<file path="src/rtl/upscale_line_scheduler.sv">
// Vertical-upscale line scheduler: ping-pong input bank tracking plus SCALE output-line commands per input line.
// Optional: define UNDERRUN_CNT_EN to add the underrun_cnt[15:0] starvation counter output.
module upscale_line_scheduler #(
  parameter int SCALE    = 2,
  parameter int IN_LINES = 360,
  parameter int OUT_W    = 12
) (
  input  logic             clk,
  input  logic             rst_n,
  input  logic             frame_start,
  input  logic             in_line_done,
  output logic             wr_bank,
  output logic             wr_allow,
  output logic             cmd_valid,
  input  logic             cmd_ready,
  output logic             cmd_bank,
  output logic [1:0]       cmd_phase,
  output logic [OUT_W-1:0] cmd_out_line,
  output logic             cmd_last,
  input  logic             proc_done,
  output logic             busy,
  output logic             frame_done,
  output logic             ovf
`ifdef UNDERRUN_CNT_EN
  ,output logic [15:0]     underrun_cnt
`endif
);

  localparam int LW = $clog2(IN_LINES + 1);

  typedef enum logic [1:0] {S_IDLE, S_WAIT_LINE, S_ISSUE, S_WAIT_DONE} state_t;

  state_t        r_state;
  logic [1:0]    r_full;
  logic          r_wr_bank;
  logic          r_rd_bank;
  logic [LW-1:0] r_in_line;
  logic [LW-1:0] r_wr_cnt;
  logic [1:0]    r_phase;
  logic          r_frame_done;
  logic          r_ovf;

  logic          w_wr_allow;
  logic          w_wr_fire;
  logic          w_last_phase;
  logic          w_last_line;
  logic          w_release;
  logic [1:0]    w_set_mask;
  logic [1:0]    w_clr_mask;

  assign w_wr_allow   = !r_full[r_wr_bank] && (r_wr_cnt < LW'(IN_LINES)) && (r_state != S_IDLE);
  assign w_wr_fire    = in_line_done && w_wr_allow;
  assign w_last_phase = (r_phase == 2'(SCALE - 1));
  assign w_last_line  = (r_in_line == LW'(IN_LINES - 1));
  assign w_release    = (r_state == S_WAIT_DONE) && proc_done && w_last_phase;
  // The writer only fills an empty bank and release only frees the full read bank,
  // so a same-cycle set and clear always target different bits.
  assign w_set_mask   = w_wr_fire ? (2'b01 << r_wr_bank) : 2'b00;
  assign w_clr_mask   = w_release ? (2'b01 << r_rd_bank) : 2'b00;

  always_ff @(posedge clk or negedge rst_n) begin
    if (!rst_n) begin
      r_state      <= S_IDLE;
      r_full       <= 2'b00;
      r_wr_bank    <= 1'b0;
      r_rd_bank    <= 1'b0;
      r_in_line    <= '0;
      r_wr_cnt     <= '0;
      r_phase      <= 2'd0;
      r_frame_done <= 1'b0;
      r_ovf        <= 1'b0;
    end else if (frame_start) begin
      r_state      <= S_WAIT_LINE;
      r_full       <= 2'b00;
      r_wr_bank    <= 1'b0;
      r_rd_bank    <= 1'b0;
      r_in_line    <= '0;
      r_wr_cnt     <= '0;
      r_phase      <= 2'd0;
      r_frame_done <= 1'b0;
      r_ovf        <= 1'b0;
    end else begin
      r_frame_done <= 1'b0;
      r_full       <= (r_full | w_set_mask) & ~w_clr_mask;
      if (w_wr_fire) begin
        r_wr_bank <= ~r_wr_bank;
        r_wr_cnt  <= r_wr_cnt + LW'(1);
      end
      if (in_line_done && !w_wr_allow) r_ovf <= 1'b1;
      case (r_state)
        S_IDLE: ;
        S_WAIT_LINE: if (r_full[r_rd_bank]) r_state <= S_ISSUE;
        S_ISSUE:     if (cmd_ready) r_state <= S_WAIT_DONE;
        S_WAIT_DONE: begin
          if (proc_done) begin
            if (!w_last_phase) begin
              r_phase <= r_phase + 2'd1;
              r_state <= S_ISSUE;
            end else begin
              r_phase   <= 2'd0;
              r_rd_bank <= ~r_rd_bank;
              r_in_line <= r_in_line + LW'(1);
              if (w_last_line) begin
                r_state      <= S_IDLE;
                r_frame_done <= 1'b1;
              end else begin
                r_state <= S_WAIT_LINE;
              end
            end
          end
        end
        default: r_state <= S_IDLE;
      endcase
    end
  end

`ifdef UNDERRUN_CNT_EN
  logic [15:0] r_underrun_cnt;

  // Starvation: process side waiting for a line after at least one line was consumed.
  always_ff @(posedge clk or negedge rst_n) begin
    if (!rst_n)
      r_underrun_cnt <= 16'd0;
    else if (frame_start)
      r_underrun_cnt <= 16'd0;
    else if (r_state == S_WAIT_LINE && r_in_line != '0 && r_underrun_cnt != 16'hFFFF)
      r_underrun_cnt <= r_underrun_cnt + 16'd1;
  end

  assign underrun_cnt = r_underrun_cnt;
`endif

  assign wr_bank      = r_wr_bank;
  assign wr_allow     = w_wr_allow;
  assign cmd_valid    = (r_state == S_ISSUE);
  assign cmd_bank     = r_rd_bank;
  assign cmd_phase    = r_phase;
  assign cmd_out_line = OUT_W'(r_in_line) * OUT_W'(SCALE) + OUT_W'(r_phase);
  // Qualified by valid so a 1-line, SCALE=1 config still idles with cmd_last low.
  assign cmd_last     = cmd_valid && w_last_line && w_last_phase;
  assign busy         = (r_state != S_IDLE);
  assign frame_done   = r_frame_done;
  assign ovf          = r_ovf;

endmodule

</file>
<file path="config.mk">
export PLATFORM = sky130hd
export DESIGN_NAME = upscale_line_scheduler
export DESIGN_NICKNAME = d
export VERILOG_FILES = /design/src/rtl/upscale_line_scheduler.sv
export SDC_FILE = /design/constraint.sdc
export NUM_CORES = 1
export LEC_CHECK = 0
export BUFFER_PORTS_ARGS = -buffer_cell sky130_fd_sc_hd__buf_2
export CORE_ASPECT_RATIO = 0.5
export CORE_MARGIN = 2
export CORE_UTILIZATION = 55
export CTS_CLUSTER_DIAMETER = 150
export CTS_CLUSTER_SIZE = 30
export DETAILED_ROUTE_END_ITERATION = 12
export PLACE_DENSITY = 0.78
export SLEW_MARGIN = 40
export SYNTH_ARGS = -nofsm -noshare
export SYNTH_HDL_FRONTEND = slang
export SYNTH_SLANG_ARGS = --single-unit
</file>
<file path="constraint.sdc">
create_clock -name clk -period 2.6 [get_ports clk]
set_clock_uncertainty 0.05 [all_clocks]
set_input_delay 0.26 -clock clk [delete_from_list [all_inputs] [get_ports clk]]
set_output_delay 0.26 -clock clk [all_outputs]
set_load 0.02 [all_outputs]
</file>
==> results.cfg, run 1 <==
[run_status]
outcome = complete, no violations

[synthesis]
synthCells = 171
ys_seq_elements = 28
synth_area_um2 = 1630
synthTopCellsByArea = dfrtp_1 (43%), xnor2_1 (4.8%), xor2_1 (4.3%)
synth-seq-area-share_pct = 42.98
ys.flop_type = dfrtp_1
yosysTopAreaCellShare_pct = 42.98
ys_types = 45
synth_edf_count = 0
syn_nets = 181
synthArstFlopShare_pct = 100.0
syn_avg_cell_area_um2 = 9.534
yosysTopAreaCell = dfrtp_1
yosys_warnings = 0

[detailed_routing]
drt-initial-drc-count = 65
route.detailed.drc = 0
viasPerCell = 5.689
num_vias = 1297
wl_met1_mm = 1.509
highest_layer = met4
wirelength_mm = 3.105
antenna_left = 0
routedWlPerCell_um = 13.62
drt_pass1_iterations = 4
dr_wl_met3_um = 149
wl_met2_mm = 1.429

[floorplan]
ios = 28
core_um2 = 2700
rows = 13
start_util_pct = 60.38
dieArea_um2 = 3442
fp.dieH_um = 42.50
die_width_um = 81.00

[global_route]
grt_start_max_net_pins = 29
track_usage_pct = 19.37
grt_pass1_wl_mm = 5.195
antenna_found_initial = 0
grt_overflow_total = 0
grt_pass1_vias = 1159

[final_layout]
finalNonFillerCells = 228
area_growth_pct = 9.670
drive_above_1_share_pct = 20.94
final_cell_mix = dfrtp_1 (28), buf_2 (26), nor2_1 (17)
layout_commonest_cell = dfrtp_1
diodes = 0
post-route-util_pct = 66.22
fin_nets = 203

[setup_path]
path_cells = and3_1 > and3_1 > nand3_1 > xnor2_1 > buf_2
regToRegEndpoint = r_wr_cnt[3]$_DFFE_PN0P_
crit_arrival_ns = 1.81
cp-end-kind = primary output
reg2reg_depth = 4
cp_common_cell = and3_1
slowest_stage = dfrtp_1
timing.critical_path.slowest_cell_delay_ns = 0.50
reg2reg_slack_ns = 0.77
path_buf_inv = 1
worstPathMaxFanout = 8
critPathKind = flip-flop to primary output
cp.required_ns = 2.29
startpoint_type = flip-flop
crit_family = simple AND/OR/NAND/NOR gates
r2r-start = r_wr_cnt[4]$_DFFE_PN0P_

[cts]
cts_resized = 0
hold_buffers = 1
clock-sinks = 28
cts_tree = done
clock_path_buffers = 2
insertion_delay_ns = 0.28
numCtsBuffers = 3
clock_tree.htree_level_count = 1
clkTransAtPathRegs_ns = 0.09
cts_setup_buffers = 0
root_buffer = clkbuf_8

[sta]
slew_headroom_pct = 59.24
hold_viol = 0
setup_viol = 0
slew_violations = 0
worst_pin_slew_ns = 0.6114
finalCritPeriodShare_pct = 81.70
worst_hold_slack_ns = 0.2531
grt_setup_unrepaired = no
fin_setup_tns_ns = 0
period_minus_slack_ns = 2.124
max_freq_mhz = 470.8

[placement]
gp_congestion = 0.8200
dp_hpwl_mm = 2.155
io_buffers = 26
dp.cells = 224

[pwr]
leakage_nw = 0.8462
ir_worst_vdd_uv = 444.5
powerDensity_nw_per_um2 = 544.5

[hold_path]
holdPathEnd = r_wr_cnt[1]$_DFFE_PN0P_
hp-start = in_line_done
min_path_cells = 3
worst_hold_path_type = primary input to flip-flop

[run]
cap_violations = 0
metal layers:
| layer | global-route usage (%) | up-vias |
|---|---|---|
| met4 | 2.712 | 0 |
| met1 | 26.43 | 614 |
| li1 | - | 646 |
| met5 | 0 | - |
| met3 | 6.034 | 3 |
| met2 | 31.07 | 34 |
synth_stat cells (3+ instances only):
cell,count
nor2b_1,3
nor3_1,3
xor2_1,8
clkbuf_1,3
nand2_1,11
and3_1,4
inv_1,5
xnor2_1,9
or3_1,4
nand4_1,9
nand3_1,13
ha_1,4
a21oi_1,11
o21ai_0,4
dfrtp_1,28
nor2_1,17
buf_2,4
metrics by stage:
stage / worst slack, ns / cell area (um^2) / power [mW]
after floorplan: 0.8490 / 1630 / 0.6826
after global placement: 0.8158 / 1737 / 0.7363
after detailed placement: 0.7762 / 1737 / 0.7414
after CTS: 0.4599 / 1788 / 0.9787
after global routing: 0.3470 / 1788 / 1.030
final: 0.4759 / 1788 / 0.9736
kinds of logic (layout without fill, tap and decap cells):
| group | count (synthesis) | count (layout) | share of synthesized area [%] |
|---|---|---|---|
| AOI/OAI and AO/OA | 26 | 26 | 10.51 |
| xor gates and xnor gates | 17 | 17 | 9.133 |
| adders and majority gates | 4 | 4 | 3.070 |
| buffers and inverters | 16 | 36 | 5.909 |
| DFF | 28 | 28 | 42.98 |
| muxes | 5 | 5 | 3.607 |
| other | 1 | 1 | 0.2300 |
| and+or+nand+nor | 74 | 74 | 24.56 |
cell type report:
type / count / area (um^2)
multi-input cells: 127 / 833.3
fillers: 241 / 912.1
clock buffers: 3 / 41.29
repair buffers: 28 / 147.6
well taps: 37 / 46.29
flip-flops and latches: 28 / 700.7
inverters: 5 / 18.77
worst min-delay path, stage by stage:
cell,delay (ns)
buf_2,0.15
nand3_1,0.09
a21oi_1,0.05
power by group:
| group | switching (mW) | leakage, nW | internal [mW] |
|---|---|---|---|
| Clock | 0.137 | 0.0216 | 0.104 |
| Sequential | 0.0389 | 0.382 | 0.467 |
| Combinational | 0.140 | 0.442 | 0.0871 |
| Total | 0.315 | 0.846 | 0.658 |
how the worst max path moves through the flow:
| stage | from | to | slack, ns | depth (start not counted) |
|---|---|---|---|---|
| after floorplan | cmd_phase[1]$_DFFE_PN0P_ | cmd_out_line[9] | 0.85 | 4 |
| after global placement | r_in_line[2]$_DFFE_PN0P_ | cmd_out_line[8] | 0.82 | 5 |
| after detailed placement | r_in_line[2]$_DFFE_PN0P_ | cmd_out_line[8] | 0.78 | 5 |
| after CTS | r_in_line[2]$_DFFE_PN0P_ | cmd_out_line[8] | 0.46 | 5 |
| after global routing | r_in_line[2]$_DFFE_PN0P_ | cmd_out_line[8] | 0.35 | 5 |
| final | r_in_line[2]$_DFFE_PN0P_ | cmd_out_line[8] | 0.48 | 5 |
sequential cells by signal, summed over array words and instances (netlist names):
name,count
cmd_bank,1
cmd_phase,2
frame_done,1
ovf,1
r_full,2
r_in_line,9
r_state,2
r_wr_cnt,9
wr_bank,1
No activity file was read; power rests on OpenSTA's default activity.
==> run 2, diff against run 1 <==
Clock period 2.6 ns to 2.1 ns, I/O delays scaled along.
==> run 2 against run 1 <==
Core utilization up 1.4 points. Via count is 0.31% lower. Worst hold slack worse by 0.043 ns. Count of clock-buffer cells in the layout rose by 1. Sequential share of layout area shrank 0.76 points. Global-route usage is 1.5 points higher. Cell count up 1.8%. Routed wire length rose by 0.58%. Combinational power rose by 29%. Sequential power rose by 24%. Critical endpoint is now cmd_out_line[9].
==> results.cfg, run 2 (synthesis gave the netlist of run 1 again) <==
[run_status]
outcome = complete, no violations

[final_layout]
diodes = 0
fillers = 232
multi_input_area_um2 = 834.6
regArea_um2 = 701.9
drive_above_1_share_pct = 23.59
final_cell_mix = dfrtp_1 (27), buf_2 (26), nor2_1 (17)
area_growth_pct = 12.05
top_regs = r_in_line (9), r_wr_cnt (9)
layout_commonest_cell = dfrtp_1
fin_nets = 206

[sta]
slew_violations = 0
worst_hold_slack_ns = 0.2098
hold_viol = 0
setup_viol = 0
finalCritPeriodShare_pct = 90.42
max_freq_mhz = 526.6
fin_setup_tns_ns = 0
slew_headroom_pct = 59.43
worst_pin_slew_ns = 0.6086
period_minus_slack_ns = 1.899
worst_slack_ns = 0.2012
grt_setup_unrepaired = no

[cts]
cts_tree = done
root_buffer = clkbuf_8
cts_setup_buffers = 0
clock-sinks = 28
clkTransAtPathRegs_ns = 0.09
clock_path_buffers = 2
insertion_delay_ns = 0.27
clock_tree.htree_level_count = 1
numCtsBuffers = 3

[hold_path]
worst_hold_path_type = primary input to flip-flop

[detailed_routing]
drt-initial-drc-count = 60
drt_pass1_iterations = 4
viasPerCell = 5.573
wirelength_mm = 3.123
route.detailed.drc = 0
num_vias = 1293
antenna_left = 0
routedWlPerCell_um = 13.46

[placement]
gp_congestion = 0.8635
place_ws_ns = 0.3943
dp_hpwl_mm = 2.204
io_buffers = 26

[run]
cap_violations = 0

[global_route]
grt_overflow_total = 0
grt_start_max_net_pins = 29
grt_pass1_vias = 1198
antenna_found_initial = 0
grt_pass1_wl_mm = 5.554
track_usage_pct = 20.91

[pwr]
powerDensity_nw_per_um2 = 685.6
ir_worst_vdd_uv = 377.0
leakage_nw = 0.8666

[floorplan]
fp.dieH_um = 42.50
start_util_pct = 60.38
ios = 28
rows = 13
die_width_um = 81.00
dieArea_um2 = 3442
core_um2 = 2700

[setup_path]
crit_family = adder cells
crit_arrival_ns = 1.64
startpoint_type = flip-flop
cp_common_cell = ha_1
path_cells = ha_1 > ha_1 > nand3_1 > xnor2_1 > buf_2
critPathKind = flip-flop to primary output
cp.required_ns = 1.84
timing.critical_path.slowest_cell_delay_ns = 0.41
cp-end-kind = primary output
slowest_stage = dfrtp_1
path_buf_inv = 1
worstPathMaxFanout = 5
==> run 2: final timing paths <==
check,startpoint,endpoint,slack [ns],cells past startpoint
max in group asynchronous,rst_n,r_in_line[2]$_DFFE_PN0P_,1.14,2
worst min-delay path,in_line_done,r_wr_cnt[1]$_DFFE_PN0P_,0.21,3
worst max-delay path,cmd_phase[1]$_DFFE_PN0P_,cmd_out_line[9],0.20,5
min in group asynchronous,rst_n,r_wr_cnt[8]$_DFFE_PN0P_,0.43,2
worst min register to register,ovf$_DFFE_PN0P_,ovf$_DFFE_PN0P_,0.45,2
worst max register to register,wr_bank$_DFFE_PN0P_,r_wr_cnt[7]$_DFFE_PN0P_,0.35,4
==> run 2: power by group <==
group,total (mW),internal [mW],switching (mW)
sequential,0.629,0.578,0.0511
clock,0.330,0.168,0.163
combinational,0.293,0.117,0.176
==> run 2: worst reg2reg max path: cells and delay by family (launching register included) <==
family	cells	cell delay, ns
flip-flops	1	0.45
AND/OR/NAND/NOR	2	0.54
multiplexers	2	0.60
==> run 2: cell type report <==
type	count	area share (%)
timing repair buffer	31	9.315
sequential	28	38.42
inverter	5	1.027
multi-input combinational	127	45.68
clock buffer	4	3.014
tap	37	2.534
==> run 2: per-stage QoR <==
stage          power, mW  instance area (um^2)  instances  util, %
5_1_grt            1.333                  1827        232    67.66
6_report           1.252                  1827        232    67.66
2_1_floorplan     0.8452                  1630        171        -
3_5_place_dp      0.9277                  1759        227    65.15
4_1_cts            1.264                  1824        232    67.56
3_3_place_gp      0.9226                  1759        227    65.15
==> run 2: timing repair <==
action | in CTS | in global routing
hold buffers | 1 | 0
hold endpoints to repair | 28 | 0
resized for setup | 0 | 2
endpoints found under the setup margin | 0 | 2
==> run 2: layer usage <==
metal | vias to the layer above | part of all wire, % | global-route usage, %
li1 | 653 | - | -
met1 | 608 | 48 | 27.69
met2 | 27 | 46 | 33.55
met3 | 5 | 5.1 | 5.819
met4 | 0 | 0.74 | 6.102
met5 | - | 0 | 0
